$ cat config.mk
export PLATFORM = sky130hd
export DESIGN_NAME = i3c_bus_cond_gen
export DESIGN_NICKNAME = d
export VERILOG_FILES = /design/src/rtl/i3c_bus_cond_gen.sv
export SDC_FILE = /design/constraint.sdc
export NUM_CORES = 1
export LEC_CHECK = 0
export ABC_AREA = 0
export CAP_MARGIN = 20
export CORE_ASPECT_RATIO = 2
export CORE_MARGIN = 5
export CORE_UTILIZATION = 44
export CTS_CLUSTER_SIZE = 10
export DETAILED_ROUTE_END_ITERATION = 12
export HOLD_SLACK_MARGIN = 0.15
export MAX_ROUTING_LAYER = met4
export PLACE_DENSITY = 0.91
export SLEW_MARGIN = 40
export SYNTH_ARGS = -nofsm -noshare
export SYNTH_HDL_FRONTEND = slang
export SYNTH_SLANG_ARGS = --single-unit
$ cat constraint.sdc
create_clock -name i_clk -period 3.2 [get_ports i_clk]
set_clock_uncertainty 0.1 [all_clocks]
set_input_delay 0.64 -clock i_clk [delete_from_list [all_inputs] [get_ports i_clk]]
set_output_delay 0.64 -clock i_clk [all_outputs]
set_load 0.02 [all_outputs]
$ cat src/rtl/i3c_bus_cond_gen.sv
// ---------------------------------------------------------------------------
// i3c_bus_cond_gen
//
// Bus-condition generator for an I3C/I2C master. It sits between the master
// control register and the pad ring. It converts START/STOP trigger bits in
// the control word into timed START, Repeated-START and STOP sequences on
// the open-drain SCL/SDA pins. While the bus is ACTIVE, SCL and SDA are held
// low and the byte engine owns the bus.
//
// Ports
//   i_clk         clock; all logic runs on the rising edge
//   i_rst         asynchronous, active-high reset
//   i_ctrl_reg    control word: [0] START, [1] STOP, [3] EN, [31] SOFT_RST
//   i_scl_in      sampled SCL pad level, used to detect clock stretching
//   o_scl_oe      1 = pull SCL low, 0 = release
//   o_sda_oe      1 = pull SDA low, 0 = release
//   o_busy        1 in every state except IDLE and ACTIVE
//   o_bus_active  1 in ACTIVE (START done, SCL held low)
//   o_start_done  1-cycle pulse when a (Repeated) START completes
//   o_stop_done   1-cycle pulse when STOP plus the bus-free time completes
//   o_req_err     1-cycle pulse when a request is dropped
//   o_dbg_state   current FSM state, for debug and checker binding
//
// Handshake: there is none. A request is a rising edge of a control bit,
// taken only while EN=1. A request is never queued: it is accepted in IDLE
// or ACTIVE, and is otherwise dropped with an o_req_err pulse.
// ---------------------------------------------------------------------------
module i3c_bus_cond_gen #(
    parameter int T_SU  = 4,
    parameter int T_HD  = 4,
    parameter int T_BUF = 8
) (
    input  logic        i_clk,
    input  logic        i_rst,
    input  logic [31:0] i_ctrl_reg,
    input  logic        i_scl_in,
    output logic        o_scl_oe,
    output logic        o_sda_oe,
    output logic        o_busy,
    output logic        o_bus_active,
    output logic        o_start_done,
    output logic        o_stop_done,
    output logic        o_req_err,
    output logic [3:0]  o_dbg_state
);

    localparam int T_MAX_A = (T_SU > T_HD) ? T_SU : T_HD;
    localparam int T_MAX   = (T_MAX_A > T_BUF) ? T_MAX_A : T_BUF;
    localparam int CW      = $clog2(T_MAX + 1);

    typedef enum logic [3:0] {
        S_IDLE         = 4'd0,
        S_START_SU     = 4'd1,
        S_START_HD     = 4'd2,
        S_START_LOW    = 4'd3,
        S_ACTIVE       = 4'd4,
        S_RS_SDA       = 4'd5,
        S_RS_SCL       = 4'd6,
        S_STOP_SDA     = 4'd7,
        S_STOP_SCL     = 4'd8,
        S_STOP_SDA_REL = 4'd9,
        S_BUF          = 4'd10
    } state_t;

    // Control word fields.
    logic       ctrl_start;
    logic       ctrl_stop;
    logic       ctrl_en;
    logic       ctrl_soft_rst;
    logic       unused_ctrl;

    assign ctrl_start    = i_ctrl_reg[0];
    assign ctrl_stop     = i_ctrl_reg[1];
    assign ctrl_en       = i_ctrl_reg[3];
    assign ctrl_soft_rst = i_ctrl_reg[31];
    assign unused_ctrl   = ^{i_ctrl_reg[30:4], i_ctrl_reg[2]};

    // State, counter and edge registers.
    state_t          state_q, state_d;
    logic [CW-1:0]   cnt_q, cnt_d;
    logic [1:0]      ctrl_d1_q;
    logic [1:0]      edge_q, edge_d;

    // Registered outputs.
    logic            scl_oe_q, sda_oe_q, busy_q, active_q;
    logic            start_done_q, stop_done_q, req_err_q;
    logic            start_done_d, stop_done_d, req_err_d;

    logic            start_req, stop_req;
    logic            cnt_tick, cnt_last;

    // Pin levels for each state. Keeping them together makes the waveform
    // easy to compare against the bus-condition diagrams.
    function automatic logic scl_oe_of(input state_t s);
        return (s == S_START_LOW) || (s == S_ACTIVE) ||
               (s == S_RS_SDA)    || (s == S_STOP_SDA);
    endfunction

    function automatic logic sda_oe_of(input state_t s);
        return (s == S_START_HD) || (s == S_START_LOW) || (s == S_ACTIVE) ||
               (s == S_STOP_SDA) || (s == S_STOP_SCL);
    endfunction

    function automatic logic busy_of(input state_t s);
        return (s != S_IDLE) && (s != S_ACTIVE);
    endfunction

    // Length loaded into the counter when a timed state is entered.
    // A value of 0 means the state has no counted duration.
    function automatic logic [CW-1:0] load_of(input state_t s);
        case (s)
            S_START_SU, S_RS_SDA, S_RS_SCL,
            S_STOP_SDA, S_STOP_SCL:          return CW'(T_SU);
            S_START_HD:                      return CW'(T_HD);
            S_BUF:                           return CW'(T_BUF);
            default:                         return '0;
        endcase
    endfunction

    assign start_req = edge_q[0];
    assign stop_req  = edge_q[1];

    // While SCL is released by this master, a slave may hold it low. The
    // counter then pauses, so the timing starts only once SCL is high.
    assign cnt_tick = (cnt_q != '0) && (scl_oe_of(state_q) || i_scl_in);
    assign cnt_last = cnt_tick && (cnt_q == CW'(1));

    // Rising-edge detection. A request is taken only while EN=1. Requests
    // that arrive during soft reset are discarded.
    always_comb begin
        edge_d = '0;
        if (!ctrl_soft_rst) begin
            edge_d = {ctrl_stop, ctrl_start} & ~ctrl_d1_q & {2{ctrl_en}};
        end
    end

    always_comb begin
        state_d      = state_q;
        cnt_d        = cnt_q;
        start_done_d = 1'b0;
        stop_done_d  = 1'b0;
        req_err_d    = 1'b0;

        if (ctrl_soft_rst) begin
            state_d = S_IDLE;
        end else begin
            case (state_q)
                S_IDLE: begin
                    if (start_req) begin
                        state_d   = S_START_SU;
                        // A STOP that arrives with a START loses.
                        req_err_d = stop_req;
                    end else if (stop_req) begin
                        // STOP on an idle bus has nothing to end.
                        req_err_d = 1'b1;
                    end
                end
                S_START_SU: begin
                    if (cnt_last) state_d = S_START_HD;
                end
                S_START_HD: begin
                    if (cnt_last) state_d = S_START_LOW;
                end
                S_START_LOW: begin
                    state_d = S_ACTIVE;
                end
                S_ACTIVE: begin
                    if (start_req) begin
                        state_d   = S_RS_SDA;
                        req_err_d = stop_req;
                    end else if (stop_req) begin
                        state_d = S_STOP_SDA;
                    end
                end
                S_RS_SDA: begin
                    if (cnt_last) state_d = S_RS_SCL;
                end
                S_RS_SCL: begin
                    if (cnt_last) state_d = S_START_HD;
                end
                S_STOP_SDA: begin
                    if (cnt_last) state_d = S_STOP_SCL;
                end
                S_STOP_SCL: begin
                    if (cnt_last) state_d = S_STOP_SDA_REL;
                end
                S_STOP_SDA_REL: begin
                    state_d = S_BUF;
                end
                S_BUF: begin
                    if (cnt_last) begin
                        state_d     = S_IDLE;
                        stop_done_d = 1'b1;
                    end
                end
                default: begin
                    state_d = S_IDLE;
                end
            endcase

            // Requests are not queued. Any edge in a busy state is dropped.
            if (busy_of(state_q) && (edge_q != 2'b00)) begin
                req_err_d = 1'b1;
            end

            // START_LOW lasts exactly one cycle, so entering it marks the end
            // of the (Repeated) START.
            start_done_d = (state_d == S_START_LOW);
        end

        // The counter is loaded on state entry and otherwise counts down.
        if (ctrl_soft_rst) begin
            cnt_d = '0;
        end else if (state_d != state_q) begin
            cnt_d = load_of(state_d);
        end else if (cnt_tick) begin
            cnt_d = cnt_q - CW'(1);
        end
    end

    // Single sequential block for the FSM. The pin outputs are decoded from
    // the next state, so they change in the same cycle as the state does.
    always_ff @(posedge i_clk or posedge i_rst) begin
        if (i_rst) begin
            state_q      <= S_IDLE;
            cnt_q        <= '0;
            ctrl_d1_q    <= 2'b00;
            edge_q       <= 2'b00;
            scl_oe_q     <= 1'b0;
            sda_oe_q     <= 1'b0;
            busy_q       <= 1'b0;
            active_q     <= 1'b0;
            start_done_q <= 1'b0;
            stop_done_q  <= 1'b0;
            req_err_q    <= 1'b0;
        end else begin
            state_q      <= state_d;
            cnt_q        <= cnt_d;
            ctrl_d1_q    <= {ctrl_stop, ctrl_start};
            edge_q       <= edge_d;
            scl_oe_q     <= scl_oe_of(state_d);
            sda_oe_q     <= sda_oe_of(state_d);
            busy_q       <= busy_of(state_d);
            active_q     <= (state_d == S_ACTIVE);
            start_done_q <= start_done_d;
            stop_done_q  <= stop_done_d;
            req_err_q    <= req_err_d;
        end
    end

    assign o_scl_oe     = scl_oe_q;
    assign o_sda_oe     = sda_oe_q;
    assign o_busy       = busy_q;
    assign o_bus_active = active_q;
    assign o_start_done = start_done_q;
    assign o_stop_done  = stop_done_q;
    assign o_req_err    = req_err_q;
    assign o_dbg_state  = state_q;

endmodule
# After elaboration in Yosys (flattened, before gate mapping)
# Index checks and enable logic that the tools add are counted.
[classes]
n_eq_ne = 24
bitwise_logic = 3
n_mux = 27
add_sub_neg = 1
n_reduce_logical = 24
[op_table]
columns = ["operator", "n"]
rows = [
  ["$mux 4", 14],
  ["$pmux 4 s10", 1],
  ["$eq 4x3->1 const B", 8],
  ["$eq 4x2->1 const B", 5],
  ["$eq 4x4->1 const B", 5],
  ["$eq 4x1->1 const B", 3],
  ["$reduce_bool 4->1", 3],
  ["$logic_or 1x1->1", 11],
  ["$mux 1", 9],
  ["$ne 4x3->1 const B", 2],
  ["$pmux 4 s2", 1],
  ["$reduce_or 6->1", 1],
  ["$logic_and 1x1->1", 5],
  ["$and 2x2->2", 2],
  ["$logic_not 4->1", 1],
  ["$ne 4x4->1", 1],
  ["$sub 4x1->4 const B", 1],
  ["$reduce_bool 3->1", 1],
  ["$mux 2", 1],
  ["$not 2->2", 1],
  ["$pmux 1 s2", 1],
  ["$reduce_bool 2->1", 1],
  ["$reduce_or 2->1", 1],
]
[word_totals]
word_cells = 90
out_inout_bits = 11
regBits = 19

# Logic depth before layout (Yosys ltp)
[logic_depth]
ltp_word = 16
ltp_mapped = 9
ltp_nobuf = 9

# Worst setup path after synthesis
# No wires, ideal clock.
[synth_path]
path_kind = "reg2reg"
start = "register cnt_q[0]"
end = "register cnt_q[2]"
arrival_time_ns = 2.140
synth_period_minus_slack_ns = 2.385
setup_slack_ns = 0.815
required_ns = 2.955
stages_incl_launch_ff = 9
setup_ns = 0.145
cell_sequence = "dfrtp_1 -> inv_1 -> ha_1 -> nor4b_4 -> o211ai_4 -> mux2_4 -> o41a_1 -> a32oi_1 -> a311oi_1"
[synth_via]
elab_chain_len = 12
[synth_rtl]
columns = ["element", "line", "rtl"]
rows = [
  ["start, declared", "80", "logic [CW-1:0] cnt_q, cnt_d;"],
  ["start signal, assigned", "238", "cnt_q <= cnt_d;"],
  ["$reduce_bool 4->1", "125", "assign cnt_tick = (cnt_q != '0) && (scl_oe_of(state_q) || i_scl_in);"],
  ["$logic_and 1x1->1", "125", ""],
  ["$logic_and 1x1->1", "126", "assign cnt_last = cnt_tick && (cnt_q == CW'(1));"],
  ["$mux 4, or another cell as far along", "191", "if (cnt_last) begin"],
  ["$pmux 4 s10", "147", "case (state_q)"],
  ["$mux 4 (2 in a row)", "144", "if (ctrl_soft_rst) begin"],
  ["$eq 4x3->1, or another cell as far along", "111", "case (s)"],
  ["$reduce_or 6->1 (no source line)", "--", ""],
  ["$pmux 4 s2", "111", ""],
  ["$mux 4", "214", "end else if (state_d != state_q) begin"],
  ["$mux 4", "212", "if (ctrl_soft_rst) begin"],
]
# Parallel ways exist; a longest one is shown, timed or not. The select of a mux whose other input is x is not followed.
# A chain may end at the register's enable or synchronous reset.

# Worst setup path in the final report
[layout_path]
start = "input i_ctrl_reg[31]"
end = "register cnt_q[1]"
[layout_via]
elab_chain_len = 4
[layout_rtl]
columns = ["element", "line", "rtl"]
rows = [
  ["start, declared", "35", "input logic [31:0] i_ctrl_reg,"],
  ["$mux 4", "144", ""],
  ["$ne 4x4->1", "214", ""],
  ["$mux 4", "214", ""],
  ["$mux 4", "212", ""],
]
# Parallel ways exist; a longest one is shown, timed or not.

==> key figures <==
Placed design
  – Port buffer count: 17
  – Post-detail-place hpwl: 2340 µm
  – Dpl cell area: 1440 µm²
  – Place WS: 159 ps
  – Post-Place Cells: 173
  – Routability-driven placement congestion ratio: 0.872

Power and ir drop
  – Total power: 666 µW
  – Combinational share of power: 0.303
  – Int Pwr: 449 µW
  – Peak VDD IR: 0.420 mV
  – NetSw: 217 µW
  – Switching share of power: 0.325
  – Leakage Power: 0.000631 µW
  – Pwr Density: 447 nW/µm²
  – Clock Power Share: 0.244
  – Seq pwr share: 0.453

Global route
  – Final global-route overflow total: 0
  – Vias in the first global route: 1175
  – Largest net degree at the start of global routing: 20
  – Initial antenna violation count: 0
  – GRT Total Usage: 0.176
  – First-pass GRT wire length: 5200 µm

Drt
  – Remaining DRCs: 0
  – DRT iter0 DRCs: 77
  – Antenna Violating Nets Remaining: 0
  – Via count: 1140
  – DR vias/cell: 6.44
  – Detailed Routing Iterations Pass 1: 4
  – Average routed wire per standard cell: 16.9 µm
  – Wirelength, routed: 3000 µm

Setup path
  – Crit path max fanout: 13
  – CP startpoint kind: primary input
  – Critical path class: primary input to flip-flop
  – R2R Path End: cnt_q[2]$_DFFE_PP0P_
  – Origin of the worst setup path: i_ctrl_reg[31]
  – Crit path arrival time: 2830 ps
  – CP Data Required Time: 3240 ps
  – CP endpoint: cnt_q[1]$_DFFE_PP0P_
  – CP Capture Type: flip-flop
  – R2R cell count: 8
  – FF-to-FF Start: cnt_q[0]$_DFFE_PP0P_
  – Slack of the worst reg-to-reg path: 500 ps

Clocking
  – Worst-case clock buffer depth: 2
  – CTS H-tree lvls: 1
  – CTS tree: built
  – Post-CTS Hold Buffers: 0
  – Gates resized, CTS repair: 0
  – TritonCTS buffer count: 3
  – Clk sinks: 19
  – Worst-skew pair later-pin latency: 260 ps
  – Clk root buf: clkbuf_8
  – # Post-CTS Setup Buffers: 0
  – CTS clk-pin slew, worst paths: 70 ps

Floorplanning
  – Die ar.: 4110 µm²
  – Row Count: 27
  – Initial Utilization: 0.457
  – Top-level I/O count: 46
  – Die Ht: 85.8 µm
  – Die width: 47.9 µm
  – Core Region: 2770 µm²

Cells and area
  – Layout area overhead: 17.6%
  – ANT cells: 0
  – Post-layout nets: 186
  – Final Cell Area: 1490 µm²
  – Area occupied by registers: 475 µm²
  – Share of post-route cells with drive strength above 1: 0.115
  – Footprint of the multi-input gates: 712 µm²
  – Layout Cells excl Fill: 177
  – Fill cells: 260

STA
  – Peak Freq: 0.358 GHz
  – Clock period minus final worst setup slack: 2790 ps
  – TNS Setup: 0 ps
  – Final setup violating endpoints: 0
  – Slew @ Worst Pin: 697 ps
  – Slew margin rel.: 0.535
  – PnR worst setup slack: 410 ps
  – RSZ-0062 raised after global routing: false
  – Hold violation count in the final report: 0
  – Final Cycle Share: 0.872
  – Final slew viol count: 0

Synth
  – Synth area leader: dfrtp_1
  – Ys flop type: dfrtp_1
  – EDFF count, synth: 0
  – Post-synth top cells: 19 x dfrtp_1, 12 x nor2_1, 8 x inv_1
  – Register area share after synthesis: 0.376
  – Count leader, synth: dfrtp_1
  – Cells after Synth: 133
  – Synth warn: 0
  – Syn_nets: 170
  – Main area contributors after synthesis: dfrtp_1 38%, nor2_1 3.6%, a21oi_1 2.8%
  – Unique masters post-synth: 54
  – Async S/R FF share, synth: 1.00
  – Mean area per synthesized cell: 9.51 µm²
  – Synth Register Bits: 19
  – Synth top area share: 0.376
  – Post-synthesis cell area: 1260 µm²

Hold path
  – Hold/Removal Path Class: flip-flop to flip-flop
  – Hold Path Depth: 1

Flow run
  – # Max-Cap Violations: 0

Run status
  – Status: complete, no violations
## final cells by class
| type | instances | share of cell area |
|---|---|---|
| Inverter | 9 | 0.0227 |
| Clock buffer | 4 | 0.0303 |
| Tap cell | 29 | 0.0244 |
| Timing Repair Buffer | 19 | 0.124 |
| Multi-Input combinational cell | 97 | 0.479 |
| Sequential cell | 19 | 0.320 |
## worst min path at each step
| stage | start | endpoint | slack (ps) |
|---|---|---|---|
| floorplan | ctrl_d1_q[0]$_DFF_PP0_ | edge_q[0]$_DFF_PP0_ | 280 |
| global placement | ctrl_d1_q[1]$_DFF_PP0_ | edge_q[1]$_DFF_PP0_ | 290 |
| detailed placement | ctrl_d1_q[0]$_DFF_PP0_ | edge_q[0]$_DFF_PP0_ | 300 |
| CTS | ctrl_d1_q[0]$_DFF_PP0_ | edge_q[0]$_DFF_PP0_ | 310 |
| global route | ctrl_d1_q[0]$_DFF_PP0_ | edge_q[0]$_DFF_PP0_ | 330 |
| finish | ctrl_d1_q[0]$_DFF_PP0_ | edge_q[0]$_DFF_PP0_ | 310 |
## kinds of logic after synthesis
| kind of cell | after synthesis | synth area share |
|---|---|---|
| simple gates | 43 | 0.205 |
| xor+xnor | 4 | 0.0277 |
| flops | 19 | 0.376 |
| buf+inv | 17 | 0.0613 |
| mux | 3 | 0.0317 |
| fa+ha+maj | 2 | 0.0198 |
| compound gates | 45 | 0.279 |
## sequential cells by signal (all words and copies together) (netlist names)
| name | flops |
|---|---|
| o_start_done | 1 |
| o_dbg_state | 4 |
| edge_q | 2 |
| o_scl_oe | 1 |
| o_req_err | 1 |
| o_stop_done | 1 |
| o_sda_oe | 1 |
| o_bus_active | 1 |
| cnt_q | 4 |
| o_busy | 1 |
| ctrl_d1_q | 2 |
## metrics by stage
| step | hold WS, ps | utilization |
|---|---|---|
| 2_1_floorplan | 285 | - |
| 3_3_place_gp | 292 | 0.521 |
| 3_5_place_dp | 303 | 0.521 |
| 4_1_cts | 314 | 0.537 |
| 5_1_grt | 335 | 0.537 |
| 6_report | 311 | 0.537 |
## power groups by stage
stage / combinational, µW / sequential [µW] / clock [µW]
finish: 202 / 301 / 163
detailed placement: 201 / 305 / 0
CTS: 204 / 301 / 167
global placement: 188 / 302 / 0
floorplan: 157 / 300 / 0
global route: 222 / 306 / 178
## layer usage
| metal | share of wire | GRT usage | routed length [µm] |
|---|---|---|---|
| met1 | 0.35 | 0.188 | 1040 |
| met2 | 0.57 | 0.287 | 1720 |
| met3 | 0.039 | 0.0210 | 118 |
| met4 | 0.038 | 0.108 | 114 |
| met5 | 0 | - | 0 |
## worst max-delay path: stages
cell and delay (ps):
clkdlybuf4s50_1 770, a21oi_1 180, a221o_1 370, nor3_2 360, nand2_1 170, a2111oi_2 330
## layout by cell type, fill, tap and decap left out, drive strengths merged, types with 3 or more instances in the layout
cell	count
dfrtp	19
clkdlybuf4s50	17
nor2	12
inv	9
o21ai	8
a21oi	7
nor3	6
nand2	5
o211ai	4
clkbuf	4
a21o	3
nand2b	3
nand3	3
xnor2	3
Power figures use the tool's default switching activity.
